## src/rtl/random_delay_gen.sv

```systemverilog
// Randomised reaction-timer delay: draws a delay from an LFSR, counts it out in ticks,
// and reports the expiry or a premature user response.
module random_delay_gen #(
    parameter int unsigned CLK_HZ    = 100_000_000,
    parameter int unsigned TICK_HZ   = 1000,
    parameter int unsigned WIDTH     = 14,
    parameter int unsigned MIN_DELAY = 1000,
    parameter int unsigned MAX_DELAY = 9999,
    parameter logic [15:0] LFSR_SEED = 16'hACE1
) (
    input  logic             clk,
    input  logic             rst,
    input  logic             start,
    input  logic             cancel,
    input  logic             response,
    input  logic             repeat_mode,
    output logic             delay_pulse,
    output logic             false_start,
    output logic             busy,
    output logic [WIDTH-1:0] delay_value,
    output logic [WIDTH-1:0] elapsed
);

    localparam int unsigned SPAN = MAX_DELAY - MIN_DELAY + 1;
    localparam int unsigned KW   = (SPAN > 1) ? $clog2(SPAN) : 1;
    localparam int unsigned DIV  = (TICK_HZ > 0) ? CLK_HZ / TICK_HZ : 1;
    localparam int unsigned PW   = (DIV > 1) ? $clog2(DIV) : 1;

    if (!(TICK_HZ > 0 && MIN_DELAY >= 1 && MAX_DELAY >= MIN_DELAY &&
          64'(MAX_DELAY) < (64'd1 << WIDTH) && SPAN <= 65536 &&
          (CLK_HZ % TICK_HZ) == 0 && LFSR_SEED != 16'h0000)) begin : g_param_check
        $error("random_delay_gen: invalid parameter set");
    end

    typedef enum logic [1:0] {StIdle, StDraw, StWait, StFire} state_e;

    state_e           state_q;
    logic [15:0]      lfsr_q;
    logic [15:0]      lfsr_next;
    logic [PW-1:0]    presc_q;
    logic [KW-1:0]    sample;
    logic             draw_ok;
    logic [WIDTH-1:0] draw_val;
    logic             tick;
    logic [WIDTH-1:0] elapsed_inc;

    // Galois form of x^16+x^14+x^13+x^11+1 (right shift, tap mask 0xB400)
    assign lfsr_next = {1'b0, lfsr_q[15:1]} ^ ({16{lfsr_q[0]}} & 16'hB400);

    // Rejection sampling keeps the draw uniform over MIN_DELAY..MAX_DELAY
    assign sample   = lfsr_q[KW-1:0];
    assign draw_ok  = (SPAN == 1) || (32'(sample) < SPAN);
    assign draw_val = (SPAN == 1) ? WIDTH'(MIN_DELAY) : WIDTH'(MIN_DELAY + 32'(sample));

    assign tick        = (presc_q == PW'(DIV - 1));
    assign elapsed_inc = elapsed + WIDTH'(1);

    always_ff @(posedge clk or negedge rst) begin
        if (!rst) begin
            state_q     <= StIdle;
            lfsr_q      <= LFSR_SEED;
            presc_q     <= '0;
            elapsed     <= '0;
            delay_value <= '0;
            delay_pulse <= 1'b0;
            false_start <= 1'b0;
            busy        <= 1'b0;
        end else begin
            lfsr_q      <= lfsr_next;
            delay_pulse <= 1'b0;
            false_start <= 1'b0;
            unique case (state_q)
                StIdle: begin
                    if (!cancel && start) begin
                        state_q <= StDraw;
                        busy    <= 1'b1;
                        elapsed <= '0;
                    end
                end
                StDraw, StWait: begin
                    if (cancel) begin
                        state_q <= StIdle;
                        busy    <= 1'b0;
                    end else if (response) begin
                        state_q     <= StIdle;
                        busy        <= 1'b0;
                        false_start <= 1'b1;
                    end else if (start) begin
                        state_q <= StDraw;
                        elapsed <= '0;
                    end else if (state_q == StDraw) begin
                        if (draw_ok) begin
                            state_q     <= StWait;
                            delay_value <= draw_val;
                            elapsed     <= '0;
                            presc_q     <= '0;
                        end
                    end else if (tick) begin
                        presc_q <= '0;
                        elapsed <= elapsed_inc;
                        if (elapsed_inc == delay_value) begin
                            state_q     <= StFire;
                            busy        <= 1'b0;
                            delay_pulse <= 1'b1;
                        end
                    end else begin
                        presc_q <= presc_q + PW'(1);
                    end
                end
                StFire: begin
                    if (!cancel && repeat_mode) begin
                        state_q <= StDraw;
                        busy    <= 1'b1;
                        elapsed <= '0;
                    end else begin
                        state_q <= StIdle;
                    end
                end
                default: state_q <= StIdle;
            endcase
        end
    end

endmodule

```

## config.mk

```make
export PLATFORM = sky130hd
export DESIGN_NAME = random_delay_gen
export DESIGN_NICKNAME = d
export VERILOG_FILES = /design/src/rtl/random_delay_gen.sv
export SDC_FILE = /design/constraint.sdc
export NUM_CORES = 1
export LEC_CHECK = 0
export BUFFER_PORTS_ARGS = -buffer_cell sky130_fd_sc_hd__clkbuf_2
export CAP_MARGIN = 20
export CORE_ASPECT_RATIO = 0.5
export CORE_MARGIN = 2
export CORE_UTILIZATION = 25
export DETAILED_ROUTE_END_ITERATION = 6
export PLACE_DENSITY_LB_ADDON = 0.05
export SKIP_LAST_GASP = 1
export SLEW_MARGIN = 30
export SYNTH_ARGS = -nofsm -noshare
export SYNTH_HDL_FRONTEND = slang
export SYNTH_SLANG_ARGS = --single-unit
```

## constraint.sdc

```tcl
create_clock -name clk -period 2.6 [get_ports clk]
set_input_delay 0.26 -clock clk [delete_from_list [all_inputs] [get_ports clk]]
set_output_delay 0.26 -clock clk [all_outputs]
set_load 0.02 [all_outputs]
```

# Word level (Yosys, flattened, before mapping)
# Cells that the tools add are included.
# op_classes
n_addsub,3
n_lt_le_gt_ge,1
eq_ne,19
muxes,41
bitwise_logic,4
reduce_logical,10
# op_table
operator,count
$mux W14,8
$mux W17,3
$pmux W14 S3,1
$ne A4 B4 Y1 const B,6
$mux W1,19
$ne A6 B6 Y1 const B,3
$reduce_and A6 Y1,3
$add A17 B1 Y17 const B,1
$eq A17 B17 Y1 const B,1
$mux W2,8
$xor A15 B16 Y16,1
$add A10 B14 Y14 const A,1
$add A14 B1 Y14 const B,1
$eq A14 B14 Y1,1
$lt A14 B14 Y1 const B,1
$ne A2 B2 Y1 const B,5
$pmux W2 S3,1
$reduce_and A5 Y1,1
$eq A2 B2 Y1 const B,2
$reduce_and A4 Y1,1
$not A1 Y1,3
$pmux W1 S3,1
$eq A2 B1 Y1 const B,1
$logic_and A1 B1 Y1,2
other kinds (3),3
# totals
register_bits,66
in_bits,6
out_inout_bits,31

# Logic depth before layout (Yosys ltp)
# depth
ltp_word,9
ltp_mapped,9
mapped_depth_nobuf,8

# Worst setup path before layout
# Ideal clock, no wire load.
# synth_timing
path_kind,flip-flop to flip-flop
startpoint,register elapsed[1]
endpoint,register busy
setup_ps,120
arrival_time_ps,2582
setup_slack_ps,-102
path_stages_with_launch,9
path_cell_list,dfrtp_1 ha_1 clkbuf_1 and2_1 xnor2_1 o2111ai_1 or4_4 or3b_1 a31o_1
# synth_between
elab_chain_cells,4
# synth_lines
item,line_no,text
start: declaration,21,output logic [WIDTH-1:0] elapsed
start signal: assignment,100,elapsed <= elapsed_inc;
$add A14 B1 Y14,56,assign elapsed_inc = elapsed + WIDTH'(1);
$eq A14 B14 Y1,101,if (elapsed_inc == delay_value) begin
$ne A4 B4 Y1 (no source line),n/a,
$reduce_and A6 Y1 (no source line),n/a,
end signal: assignment,67,busy <= 1'b0;
end signal: assignment,103,busy <= 1'b0;
end signal: assignment,113,busy <= 1'b1;
end: declaration,19,"output logic busy,"
# Every way passes these cells.
# A chain may end at the register's enable or synchronous reset.

# Final worst setup path
# layout_timing
startpoint,register elapsed[4]
endpoint,register busy
# The elaborated chain is that of the path after synthesis.

==> reports/qor.csv <==
stage;metric;value;unit
worst_hold_path;Worst Hold Class;in2reg;
floorplan;row count;30;
power;worst vdd ir;0.367;mV
cells_and_area;layout cells sized above 1;28.1;%
setup_path;CP Max Fanout;6;
logic_synthesis;Distinct cells, synth;57;
floorplan;DIE AREA;15300;um^2
place;hpwl dp;7460;um
power;Combinational Power Share;24.1;%
logic_synthesis;post-synthesis async set-or-reset flop share;100;%
logic_synthesis;Syn Inst Count;374;
grt;met2 usage;22.4;%
place;RePlAce Congestion;0.824;
setup_path;CP Class;reg2reg;
cells_and_area;multi-input logic area;1870;um^2
floorplan;Initial Utilization;26.0;%
setup_path;CP Capture Type;flip-flop;
logic_synthesis;top_reg_cell synth;dfrtp_1;
grt;gr usage total;14.1;%
power;sequential power share;37.5;%
clock_tree;clock-pin slew on the worst setup and hold paths;0.05;ns
setup_path;Worst R2R Path Depth;8;
setup_path;crit path DAT;2.76;ns
timing;Final WS setup;0.0462;ns
timing;unrepaired setup endpoints after global routing;yes;
cells_and_area;post-route insts no fill;637;
power;Sw Pwr;982;uW
logic_synthesis;syn_area_per_cell;9.56;um^2
cells_and_area;post-route cell area;4530;um^2
grt;busiest grt layer;met2;
flow_run;maxcap violations;0;
place;DP Cell Count;618;
clock_tree;CTS tree;done;
grt;vias in the first global route;3137;
place;Port Buf Inserts;36;
timing;hold_ws;0.182;ns
logic_synthesis;area share of the largest cell type after synthesis;40.6;%
timing;Final setup viols;0;
timing;highest clock rate;392;MHz
timing;final hold vios;0;
logic_synthesis;synth top area cells;dfrtp_1, dfstp_2, o21ai_0;
clock_tree;CTS Buf Count;9;
clock_tree;# clock sinks;66;
grt;met3 Use GR;4.08;%
floorplan;Core Area;13700;um^2
timing;post-route minimum period;2.55;ns
cells_and_area;Nets;453;
power;PD cells;696;nW/um^2
logic_synthesis;area leader, netlist;dfrtp_1;
clock_tree;Clock Latency Late Sink;0.33;ns
setup_path;CP required;2.81;ns
power;Clock power frac;38.4;%
floorplan;num ports;37;
routing;vias per cell;4.79;
grt;first-pass GRT wire length;16700;um
routing;drt total wl;10100;um
logic_synthesis;register area share after synthesis;46.5;%
timing;fin crit share;98.2;%
routing;first drt pass iteration count;4;
floorplan;height of the die;88.6;um
timing;Slew Viols, Final;0;
routing;number of routed nets with antenna violations;0;
timing;worst-case clock skew;0.00727;ns
logic_synthesis;Yosys warnings;0;
routing;Iteration-0 DRC Markers;150;
grt;total gr overflow;0;
floorplan;die width;173;um
cells_and_area;final core occ;33.0;%
clock_tree;H-tree level count;3;
cells_and_area;FF+latch area;1660;um^2
cells_and_area;area grow syn2layout;26.8;%
timing;Worst slew margin;66.8;%
worst_hold_path;Hold Path Depth;2;
grt;initial antenna violation count;0;
place;placed inst area;4150;um^2
timing;Worst Max-Slew Pin Slew;0.496;ns
routing;DRC errors left;0;
run_status;status;completed;
power;Net Sw Frac;31.1;%
cells_and_area;Layout fillers;1463;
routing;Vias;3050;
cells_and_area;diode count;0;
grt;largest net degree at the start of global routing;22;
grt;GR Layer Usage met1;19.1;%
power;LEAKAGE;0.00200;uW
clock_tree;Root Buffer;clkbuf_16;
clock_tree;Clock Path Buffers;2;
logic_synthesis;top cells by count, synth;dfrtp_1, o21ai_0, nand2_1, nor2_1, xor2_1;
routing;WL/cell;15.9;um
logic_synthesis;Post-Syn Area;3570;um^2
setup_path;Startpoint Class;flip-flop;
logic_synthesis;Post-synth EDFFs;0;
logic_synthesis;#FFs+latches synth;66;
logic_synthesis;Post-Synthesis Net Count;387;
place;pre-CTS WS;0.00755;ns
logic_synthesis;most common cell in the netlist;dfrtp_1;
power;cell-internal power;2170;uW
[area by class of cell]
cell class	count	share of cell area (%)
Clock inverter	3	0.883
Timing Repair Buffer	71	9.82
Inverter	7	0.579
Multi-Input combinational cell	285	41.2
Sequential cell	66	36.7
Clock buffer	13	5.52
Tap cell	192	5.30
[layer usage]
| metal | part of all wire [%] | up-vias |
|---|---|---|
| met4 | 0.49 | 0 |
| met2 | 45 | 53 |
| li1 | - | 1497 |
| met5 | 0 | - |
| met1 | 51 | 1495 |
| met3 | 3.4 | 5 |
[power groups by stage]
stage,registers (uW),logic (uW),clock network (uW)
3_3_place_gp,1200,752,0
2_1_floorplan,1250,413,0
4_1_cts,1180,756,1250
3_5_place_dp,1200,750,0
6_report,1180,760,1210
5_1_grt,1200,847,1300
[cell usage in the layout, fill, tap and decap left out, types with 3 or more instances in the layout]
cell type  Yosys  layout
clkbuf_2       0      35
clkbuf_16      0       9
xor2_1        16      16
dfstp_2        8       8
xnor2_1       15      14
and3_1        10      10
o21ai_0       41      41
nand2b_1       3       3
clkbuf_1      10       3
nand3_1       15      14
nor2_1        32      30
nand2_1       36      35
nand4_1        6       6
and2_1         4       4
o41ai_1        3       3
mux2_2         6       6
or2_2          5       4
o31ai_1       14      14
a31oi_1        5       5
a22o_1         3       3
dfrtp_1       58      57
o2111ai_1      3       3
buf_4          1      34
a21oi_1       15      13
nor3_1         8       7
inv_1          7       7
ha_1           7       6
[cells by family after synthesis]
logic type,share of synthesized area (%)
AND/OR/NAND/NOR,19.8
AO/OA/AOI/OAI,17.9
flip-flops,46.5
XOR/XNOR,7.60
buffers and inverters,3.22
multiplexers,2.59
adder cells (fa/ha/maj),2.45
[through the flow]
step	setup TNS (ns)	total power [uW]
global placement	0	1950
finish	0	3160
CTS	0	3190
global route	-0.0150	3350
detailed placement	0	1950
floorplan	0	1670
[registers in the layout, summed over array words and instances, names as in the netlist]
name,cells
busy,1
delay_pulse,1
delay_value,14
elapsed,14
false_start,1
lfsr_q,16
presc_q,17
state_q,2
[path summary, 6_finish.rpt]
path                                         from                      end  slack (ns)
hold reg to reg               lfsr_q[1]$_DFF_PN0_      lfsr_q[0]$_DFF_PN1_        0.38
hold / removal                             cancel    false_start$_DFF_PN0_        0.18
max in group asynchronous                     rst      lfsr_q[3]$_DFF_PN0_        1.45
setup / recovery           elapsed[4]$_DFFE_PN0P_         busy$_DFFE_PN0P_        0.05
min in group asynchronous                     rst  presc_q[14]$_DFFE_PN0P_        0.37
setup reg to reg           elapsed[4]$_DFFE_PN0P_         busy$_DFFE_PN0P_        0.05
[what timing repair did]
item                                    CTS  global route
endpoints found under the hold margin     8             0
buffers inserted                          0             2
hold buffers                              1             0
endpoints found under the setup margin    1             8
pin swaps                                 0             5
gates resized for setup                   1            13
[worst max-delay path, stage by stage (launching register included)]
cell,delay [ns]
dfrtp_1,0.37
buf_4,0.16
xnor2_1,0.29
nand2_1,0.11
a211oi_2,0.21
o31ai_1,0.11
or4_4,0.57
or3b_1,0.38
a31o_1,0.23
(Power assumes the default switching activity.)
